File: config.mk
export PLATFORM = sky130hd
export DESIGN_NAME = input_port_update_arbiter_flat
export DESIGN_NICKNAME = d
export VERILOG_FILES = /design/src/rtl/input_port_update_arbiter_pkg.sv /design/src/rtl/input_port_update_arbiter_if.sv /design/src/rtl/input_port_update_arbiter_rr_pick.sv /design/src/rtl/input_port_update_arbiter.sv /design/src/flat_wrapper.sv
export SDC_FILE = /design/constraint.sdc
export NUM_CORES = 1
export LEC_CHECK = 0
export CAP_MARGIN = 5
export CORE_AREA = 2 2 525 266
export DETAILED_ROUTE_END_ITERATION = 10
export DIE_AREA = 0 0 527 268
export PLACE_DENSITY_LB_ADDON = 0.08
export SLEW_MARGIN = 25
export SYNTH_ARGS = -nofsm -noshare
export SYNTH_HDL_FRONTEND = slang
export SYNTH_SLANG_ARGS = --single-unit
File: constraint.sdc
create_clock -name clk -period 4.95 [get_ports clk]
set_input_delay 0.99 -clock clk [delete_from_list [all_inputs] [get_ports clk]]
set_output_delay 0.99 -clock clk [all_outputs]
set_load 0.02 [all_outputs]
File: src/rtl/input_port_update_arbiter_pkg.sv
// Shared constants, FSM state type and index helper for the freespace-update arbiter.
package input_port_arb_pkg;

  localparam int DEF_PACKET_BITS  = 97;
  localparam int DEF_NUM_IN_PORTS = 7;
  localparam int DEF_CNT_BITS     = 16;
  localparam int PTR_BITS         = $clog2(DEF_NUM_IN_PORTS);

  typedef enum logic {
    IDLE = 1'b0,
    SEND = 1'b1
  } arb_state_e;

  // Circular successor of idx in a ring of n entries.
  function automatic int next_index(input int idx, input int n);
    return (idx + 1 >= n) ? 0 : idx + 1;
  endfunction

endpackage

File: src/rtl/input_port_update_arbiter_if.sv
// Update-request bus from the input-port cluster plus the merged packet stream and status.
interface input_port_update_arbiter_if
  import input_port_arb_pkg::*;
#(
  parameter int PACKET_BITS  = DEF_PACKET_BITS,
  parameter int NUM_IN_PORTS = DEF_NUM_IN_PORTS,
  parameter int CNT_BITS     = DEF_CNT_BITS
);

  logic [NUM_IN_PORTS-1:0]             freespace_update;
  logic [PACKET_BITS*NUM_IN_PORTS-1:0] packet_from_input_ports;
  logic [PACKET_BITS-1:0]              pkt_out;
  logic                                pkt_out_vld;
  logic                                pkt_out_rdy;
  logic [NUM_IN_PORTS-1:0]             grant;
  logic [NUM_IN_PORTS-1:0]             pending;
  logic [CNT_BITS-1:0]                 overwrite_cnt;
  logic                                arb_busy;

  // Arbiter side.
  modport master (
    input  freespace_update, packet_from_input_ports, pkt_out_rdy,
    output pkt_out, pkt_out_vld, grant, pending, overwrite_cnt, arb_busy
  );

  // Input ports and downstream multiplexer side.
  modport slave (
    output freespace_update, packet_from_input_ports, pkt_out_rdy,
    input  pkt_out, pkt_out_vld, grant, pending, overwrite_cnt, arb_busy
  );

endinterface

File: src/rtl/input_port_update_arbiter_rr_pick.sv
// Combinational round-robin search: first set pending bit at or after the pointer, wrapping.
module rr_pick
  import input_port_arb_pkg::*;
#(
  parameter int NUM_IN_PORTS = DEF_NUM_IN_PORTS,
  parameter int PTR_W        = PTR_BITS
) (
  input  logic [NUM_IN_PORTS-1:0] pending_i,
  input  logic [PTR_W-1:0]        pointer_i,
  output logic                    found_o,
  output logic [PTR_W-1:0]        idx_o
);

  logic [2*NUM_IN_PORTS-1:0] doubled;
  logic [NUM_IN_PORTS-1:0]   rotated;

  // Rotating the doubled vector puts the pointer position at bit 0.
  assign doubled = {pending_i, pending_i};
  assign rotated = NUM_IN_PORTS'(doubled >> pointer_i);

  always_comb begin
    logic hit;
    int   sum;
    hit   = 1'b0;
    sum   = 0;
    idx_o = '0;
    for (int k = 0; k < NUM_IN_PORTS; k++) begin
      if (!hit && rotated[k]) begin
        hit = 1'b1;
        sum = int'(pointer_i) + k;
        if (sum >= NUM_IN_PORTS) begin
          sum = sum - NUM_IN_PORTS;
        end
        idx_o = PTR_W'(sum);
      end
    end
    found_o = hit;
  end

endmodule

File: src/rtl/input_port_update_arbiter.sv
// Latches per-port freespace-update packets and grants them round-robin onto one valid/ready stream.
module input_port_update_arbiter
  import input_port_arb_pkg::*;
#(
  parameter int PACKET_BITS  = DEF_PACKET_BITS,
  parameter int NUM_IN_PORTS = DEF_NUM_IN_PORTS,
  parameter int CNT_BITS     = DEF_CNT_BITS
) (
  input logic                         clk,
  input logic                         reset,
  input_port_update_arbiter_if.master bus
);

  localparam int PTR_W = (NUM_IN_PORTS > 1) ? $clog2(NUM_IN_PORTS) : 1;
  localparam int SUM_W = CNT_BITS + 1;
  localparam logic [NUM_IN_PORTS-1:0] ONE_HOT0 = NUM_IN_PORTS'(1);

  arb_state_e              state_q;
  logic [PTR_W-1:0]        ptr_q;
  logic [PTR_W-1:0]        gidx_q;
  logic                    resend_q;
  logic [NUM_IN_PORTS-1:0] pending_q;
  logic [NUM_IN_PORTS-1:0] pending_d;
  logic [NUM_IN_PORTS-1:0] grant_q;
  logic [PACKET_BITS-1:0]  pkt_out_q;
  logic                    pkt_out_vld_q;
  logic [CNT_BITS-1:0]     ovw_cnt_q;
  logic [CNT_BITS-1:0]     ovw_cnt_d;
  logic [SUM_W-1:0]        ovw_sum;

  logic                    accept;
  logic [NUM_IN_PORTS-1:0] accept_vec;
  logic [NUM_IN_PORTS-1:0] clear_vec;
  logic [NUM_IN_PORTS-1:0] ovw_vec;
  logic [PACKET_BITS-1:0]  pkt_arr [NUM_IN_PORTS];
  logic                    pick_found;
  logic [PTR_W-1:0]        pick_idx;

  assign accept = (state_q == SEND) && bus.pkt_out_rdy;

  // A port whose register was refreshed after its grant keeps pending through the accept,
  // so the newer value still goes out on a later grant.
  for (genvar gi = 0; gi < NUM_IN_PORTS; gi++) begin : g_port
    logic [PACKET_BITS-1:0] pkt_q;

    assign accept_vec[gi] = accept && (gidx_q == PTR_W'(gi));
    assign clear_vec[gi]  = accept_vec[gi] && !resend_q;
    assign ovw_vec[gi]    = bus.freespace_update[gi] && pending_q[gi] && !accept_vec[gi];
    assign pending_d[gi]  = bus.freespace_update[gi] || (pending_q[gi] && !clear_vec[gi]);

    always_ff @(posedge clk) begin
      if (bus.freespace_update[gi]) begin
        pkt_q <= bus.packet_from_input_ports[PACKET_BITS*gi +: PACKET_BITS];
      end
    end

    assign pkt_arr[gi] = pkt_q;
  end

  // Several ports can overwrite in the same cycle; the sum carries one spare bit for saturation.
  always_comb begin
    ovw_sum = {1'b0, ovw_cnt_q};
    for (int k = 0; k < NUM_IN_PORTS; k++) begin
      ovw_sum = ovw_sum + SUM_W'(ovw_vec[k]);
    end
    ovw_cnt_d = ovw_sum[CNT_BITS] ? {CNT_BITS{1'b1}} : ovw_sum[CNT_BITS-1:0];
  end

  rr_pick #(
    .NUM_IN_PORTS (NUM_IN_PORTS),
    .PTR_W        (PTR_W)
  ) u_rr_pick (
    .pending_i (pending_q),
    .pointer_i (ptr_q),
    .found_o   (pick_found),
    .idx_o     (pick_idx)
  );

  always_ff @(posedge clk or negedge reset) begin
    if (!reset) begin
      state_q       <= IDLE;
      ptr_q         <= '0;
      gidx_q        <= '0;
      resend_q      <= 1'b0;
      pending_q     <= '0;
      grant_q       <= '0;
      pkt_out_q     <= '0;
      pkt_out_vld_q <= 1'b0;
      ovw_cnt_q     <= '0;
    end else begin
      pending_q <= pending_d;
      ovw_cnt_q <= ovw_cnt_d;
      case (state_q)
        IDLE: begin
          if (pick_found) begin
            gidx_q        <= pick_idx;
            pkt_out_q     <= pkt_arr[pick_idx];
            grant_q       <= ONE_HOT0 << pick_idx;
            pkt_out_vld_q <= 1'b1;
            resend_q      <= bus.freespace_update[pick_idx];
            state_q       <= SEND;
          end
        end
        SEND: begin
          if (bus.pkt_out_rdy) begin
            ptr_q         <= PTR_W'(next_index(int'(gidx_q), NUM_IN_PORTS));
            pkt_out_vld_q <= 1'b0;
            grant_q       <= '0;
            resend_q      <= 1'b0;
            state_q       <= IDLE;
          end else if (bus.freespace_update[gidx_q]) begin
            resend_q <= 1'b1;
          end
        end
        default: state_q <= IDLE;
      endcase
    end
  end

  assign bus.pkt_out       = pkt_out_q;
  assign bus.pkt_out_vld   = pkt_out_vld_q;
  assign bus.grant         = grant_q;
  assign bus.pending       = pending_q;
  assign bus.overwrite_cnt = ovw_cnt_q;
  assign bus.arb_busy      = (state_q == SEND) || (|pending_q);

endmodule
File: src/flat_wrapper.sv
// flat-port wrapper written by rule: the top's interface ports become plain ports
module input_port_update_arbiter_flat import input_port_arb_pkg::*;
#(
  parameter int PACKET_BITS  = DEF_PACKET_BITS,
  parameter int NUM_IN_PORTS = DEF_NUM_IN_PORTS,
  parameter int CNT_BITS     = DEF_CNT_BITS
)
  (clk, reset, bus_freespace_update, bus_packet_from_input_ports, bus_pkt_out_rdy, bus_pkt_out, bus_pkt_out_vld, bus_grant, bus_pending, bus_overwrite_cnt, bus_arb_busy);
  input_port_update_arbiter_if #(.PACKET_BITS(PACKET_BITS), .NUM_IN_PORTS(NUM_IN_PORTS), .CNT_BITS(CNT_BITS)) bus_i ();
  input logic clk;
  input logic reset;
  input wire logic [$bits(bus_i.freespace_update)-1:0] bus_freespace_update;
  input wire logic [$bits(bus_i.packet_from_input_ports)-1:0] bus_packet_from_input_ports;
  input wire logic [$bits(bus_i.pkt_out_rdy)-1:0] bus_pkt_out_rdy;
  output wire logic [$bits(bus_i.pkt_out)-1:0] bus_pkt_out;
  output wire logic [$bits(bus_i.pkt_out_vld)-1:0] bus_pkt_out_vld;
  output wire logic [$bits(bus_i.grant)-1:0] bus_grant;
  output wire logic [$bits(bus_i.pending)-1:0] bus_pending;
  output wire logic [$bits(bus_i.overwrite_cnt)-1:0] bus_overwrite_cnt;
  output wire logic [$bits(bus_i.arb_busy)-1:0] bus_arb_busy;
  assign bus_i.freespace_update = bus_freespace_update;
  assign bus_i.packet_from_input_ports = bus_packet_from_input_ports;
  assign bus_i.pkt_out_rdy = bus_pkt_out_rdy;
  assign bus_pkt_out = bus_i.pkt_out;
  assign bus_pkt_out_vld = bus_i.pkt_out_vld;
  assign bus_grant = bus_i.grant;
  assign bus_pending = bus_i.pending;
  assign bus_overwrite_cnt = bus_i.overwrite_cnt;
  assign bus_arb_busy = bus_i.arb_busy;
  input_port_update_arbiter #(.PACKET_BITS(PACKET_BITS), .NUM_IN_PORTS(NUM_IN_PORTS), .CNT_BITS(CNT_BITS)) u_core (.clk(clk), .reset(reset), .bus(bus_i));
endmodule
==> results of run 1 <==
[cells in the mapped netlist, types with 4 or more instances]
cell	count	share of area, %
buf_4	11	0.25
ha_1	24	0.92
mux2i_1	186	5.7
nand3_1	12	0.18
a21oi_1	19	0.29
clkbuf_1	46	0.53
a211oi_1	5	0.11
or3b_2	4	0.11
edfxtp_1	679	62
a32o_1	99	3.0
buf_2	40	0.61
nor3_1	45	0.69
xor2_1	8	0.21
inv_1	18	0.21
o21ai_0	15	0.23
xnor2_1	8	0.21
a22o_1	5	0.13
mux2_2	73	2.5
nand2_1	193	2.2
nand3b_1	5	0.11
nor2b_1	4	0.077
nand2b_1	10	0.19
dfrtp_1	136	10
buf_6	21	0.72
a221oi_1	73	2.0
mux4_2	7	0.48
nor3_2	40	1.2
nand4_1	6	0.11
nor2_1	120	1.4
a21o_1	11	0.25
fa_1	5	0.31
a211o_1	28	0.75
[metal layers]
metal | share of wire, % | global-route usage, % | vias to the layer above | wire, um
li1 | - | - | 9558 | -
met1 | 39 | 20.7 | 10825 | 51100
met2 | 56 | 35.1 | 453 | 73600
met3 | 3.5 | 3.05 | 170 | 4630
met4 | 2.3 | 5.34 | 6 | 3030
met5 | 0.026 | 0 | - | 34
[cell families after synthesis]
family	count (synthesis)	synth area share, %
flip-flops	815	72.9
AND/OR/NAND/NOR	456	6.69
AO/OA/AOI/OAI	279	7.50
multiplexers	268	8.84
buffers and inverters	141	2.43
adder cells (fa/ha/maj)	29	1.23
XOR/XNOR	16	0.429
[power breakdown]
group          switching, mW  internal, mW
Sequential             0.449          8.45
Combinational           5.46          4.08
Clock                   2.87          3.68
[worst paths after layout]
kind                                     start                      endpoint  slack (ns)  depth (start not counted)
min reg2reg                u_core.bus.grant[4]           u_core.bus.grant[4]        0.48                          2
max                            bus_pkt_out_rdy  u_core.bus.overwrite_cnt[11]        0.48                         17
max reg2reg                   u_core.gidx_q[1]  u_core.bus.overwrite_cnt[11]        0.61                         16
min in group clk           u_core.bus.grant[4]           u_core.bus.grant[4]        0.48                          2
min                                      reset        u_core.bus.pkt_out[57]        0.35                          1
max in group asynchronous                reset               u_core.ptr_q[0]        3.55                          2
[state kept, by name (all words and copies together), names as in the netlist]
signal / count
u_core.bus.grant: 7
u_core.bus.overwrite_cnt: 16
u_core.bus.pending: 7
u_core.bus.pkt_out: 97
u_core.bus.pkt_out_vld: 1
u_core.g_port.pkt_q: 679
u_core.gidx_q: 3
u_core.ptr_q: 3
u_core.resend_q: 1
u_core.state_q: 1
[final cells by class]
class                   instances  share of cell area [%]
flip-flops and latches        815                    51.7
repair buffers                884                    19.5
multi-input cells            1048                    17.6
clock buffers                 124                    5.21
well taps                    1813                    4.93
clock inverters                33                   0.756
inverters                      19                   0.155
diodes                         23                   0.125
[critical path, cell delays in order]
cell	delay, ns
clkdlybuf4s50_1	0.49
nand2_1	0.07
nor2_1	0.17
nand2_1	0.08
nand3_1	0.10
fa_1	0.46
fa_1	0.55
inv_1	0.05
fa_1	0.45
ha_1	0.23
fa_1	0.41
a21o_1	0.18
a21oi_1	0.14
buf_4	0.17
or3_1	0.27
buf_4	0.17
nand2_1	0.05
[cell usage in the layout (no fill, tap or decap), types with 73 or more instances in the layout]
| cell | netlist | final |
|---|---|---|
| edfxtp_1 | 679 | 679 |
| nand2_1 | 193 | 192 |
| mux2_2 | 73 | 73 |
| mux2i_1 | 186 | 186 |
| dfrtp_1 | 136 | 136 |
| nor2_1 | 120 | 120 |
| a221oi_1 | 73 | 73 |
| a32o_1 | 99 | 99 |
| clkbuf_16 | 0 | 87 |
| clkdlybuf4s50_1 | 0 | 809 |
[through the flow]
step	std cells	worst slack (ns)	total power, mW
finish	4759	0.477	25.0
global route	4759	0.287	26.3
CTS	4736	0.556	25.5
detailed placement	4579	-0.183	18.8
global placement	4579	-0.154	18.8
floorplan	2004	0.198	14.5
==> impl_table.tex, run 1 <==
\begin{tabular}{lr}
\hline
Metric & Value \\
\hline
\multicolumn{2}{l}{\textbf{Outcome}} \\
Status & finished, final reports clean \\
\multicolumn{2}{l}{\textbf{Floorplanning}} \\
Effective utilization at floorplan & 23.9\% \\
Floorplan die width & 527 um \\
Die area & 0.141 mm2 \\
Placeable core area & around 0.14 mm2 \\
\# IOs & 818 \\
Die height & about 270 um \\
Rows & 96 \\
\multicolumn{2}{l}{\textbf{Place}} \\
Post-Place Cell Area & about 0.043 mm2 \\
Buffers added on ports & 817 \\
GPL Wtd Cong & 0.795 \\
DP Wirelength & just under 90,000 um \\
\multicolumn{2}{l}{\textbf{Power and ir drop}} \\
Max VDD drop & 0.426 mV \\
LEAKAGE & 16.4 nW \\
Power Dens Cells & 543 mW/mm2 \\
\multicolumn{2}{l}{\textbf{Clock network}} \\
TritonCTS buffer count & 84 \\
Buffer levels on the longest clock path & 3 \\
H-tree level count & 3 \\
Total number of clock tree sinks & between 800 and 900 \\
Cell chosen for the clock root & clkbuf\_16 \\
Clk slew on worst S/H paths & about 0.07 ns \\
Buffers inserted during post-CTS setup optimization & 0 \\
Clock latency at the later pin of the worst-skew pair & 0.68 ns \\
Resized cells post-CTS & 0 \\
Post-CTS Hold Buffers & 0 \\
Clock tree from TritonCTS & built \\
\multicolumn{2}{l}{\textbf{Timing}} \\
Max frequency & 224 MHz \\
RSZ-0062 raised after global routing & false \\
Number of max-slew violations in the final report & 0 \\
Hold Worst Slack & 0.346 ns \\
Number of endpoints failing setup at the final stage & 0 \\
Total Neg Setup Slack & 0 ns \\
Final Skew & 0.0296 ns \\
Worst-margin pin slew & 0.969 ns \\
Worst rel slew slack & 35.4\% \\
Min Tclk post-route & 4.47 ns \\
Final worst path period share & 90.4\% \\
Hold violation count in the final report & 0 \\
\multicolumn{2}{l}{\textbf{Setup path}} \\
Category of the worst setup path capture point & register \\
Maximum fanout along the worst path & 6 \\
CP Data Arrival Time & 5.03 ns \\
Required time at the worst-slack endpoint & 5.51 ns \\
WS Path Type & in -> reg \\
Worst Setup Start Kind & primary input \\
\multicolumn{2}{l}{\textbf{Routing}} \\
Number of DRC violations after detailed routing & 0 \\
DR iter-0 viols & 1,322 \\
Via density per instance & 4.42 \\
Average wire length per cell after detail routing & about 28 um \\
Routed Antenna Nets & 0 \\
Via count & 21,012 \\
Total length of routed wires & 132,000 um \\
First-pass DRT Iterations & 5 \\
\multicolumn{2}{l}{\textbf{Synth}} \\
Post-synthesis area per instance & around 16 um2 \\
Top FF cell, synth & edfxtp\_1 \\
Synthesized instance count & 2,004 \\
Fraction of registers with async set or reset after synthesis & 16.7\% \\
Portion of the post-synthesis area used by sequential elements & $\sim$73\% \\
Unique cell type count in the Yosys netlist & 65 \\
Synth Cell Area & around 0.033 mm2 \\
Synthesized net count & 2,722 \\
Flops \& latches, synth & 815 \\
Total number of yosys warnings & 0 \\
EDFF count, synth & 679 \\
\multicolumn{2}{l}{\textbf{Job}} \\
Reported max-cap violation count & 0 \\
\multicolumn{2}{l}{\textbf{Finish}} \\
Area used by multi-input combinational logic & 0.00811 mm2 \\
Share of cells above drive strength 1 & 11.5\% \\
Register area & 0.0238 mm2 \\
Area growth, synth to finish & 41.0\% \\
Final-layout fill cell count & roughly 13,000 \\
Final std cell area, no fill & 0.0460 mm2 \\
Fraction of the core area covered by cells at the end of the flow & 33.7\% \\
Count of nets after finishing & 3,570 \\
\multicolumn{2}{l}{\textbf{Global route}} \\
Wire length of the first global-routing pass & 180,000 um \\
Initial antenna violation count & 42 \\
Total Routing Usage GR & a little under a fifth \\
Number of global-route vias before repair & 22,198 \\
Congestion Overflow GR & 0 \\
Pin count of the biggest net entering global routing & 100 \\
\multicolumn{2}{l}{\textbf{Min path}} \\
Type of the most critical hold path & in -> async \\
\hline
\end{tabular}
(Power assumes the default switching activity.)
==> inputs of run 2 (changes only) <==
--- a/config.mk
+++ b/config.mk
@@ -10,6 +10,7 @@
 export DETAILED_ROUTE_END_ITERATION = 10
 export DIE_AREA = 0 0 527 268
 export PLACE_DENSITY_LB_ADDON = 0.08
+export SKIP_CTS_REPAIR_TIMING = 1
 export SLEW_MARGIN = 25
 export SYNTH_ARGS = -nofsm -noshare
 export SYNTH_HDL_FRONTEND = slang
==> results of run 2 <==
No change in the layout: final DEF, timing and power equal those of run 1.
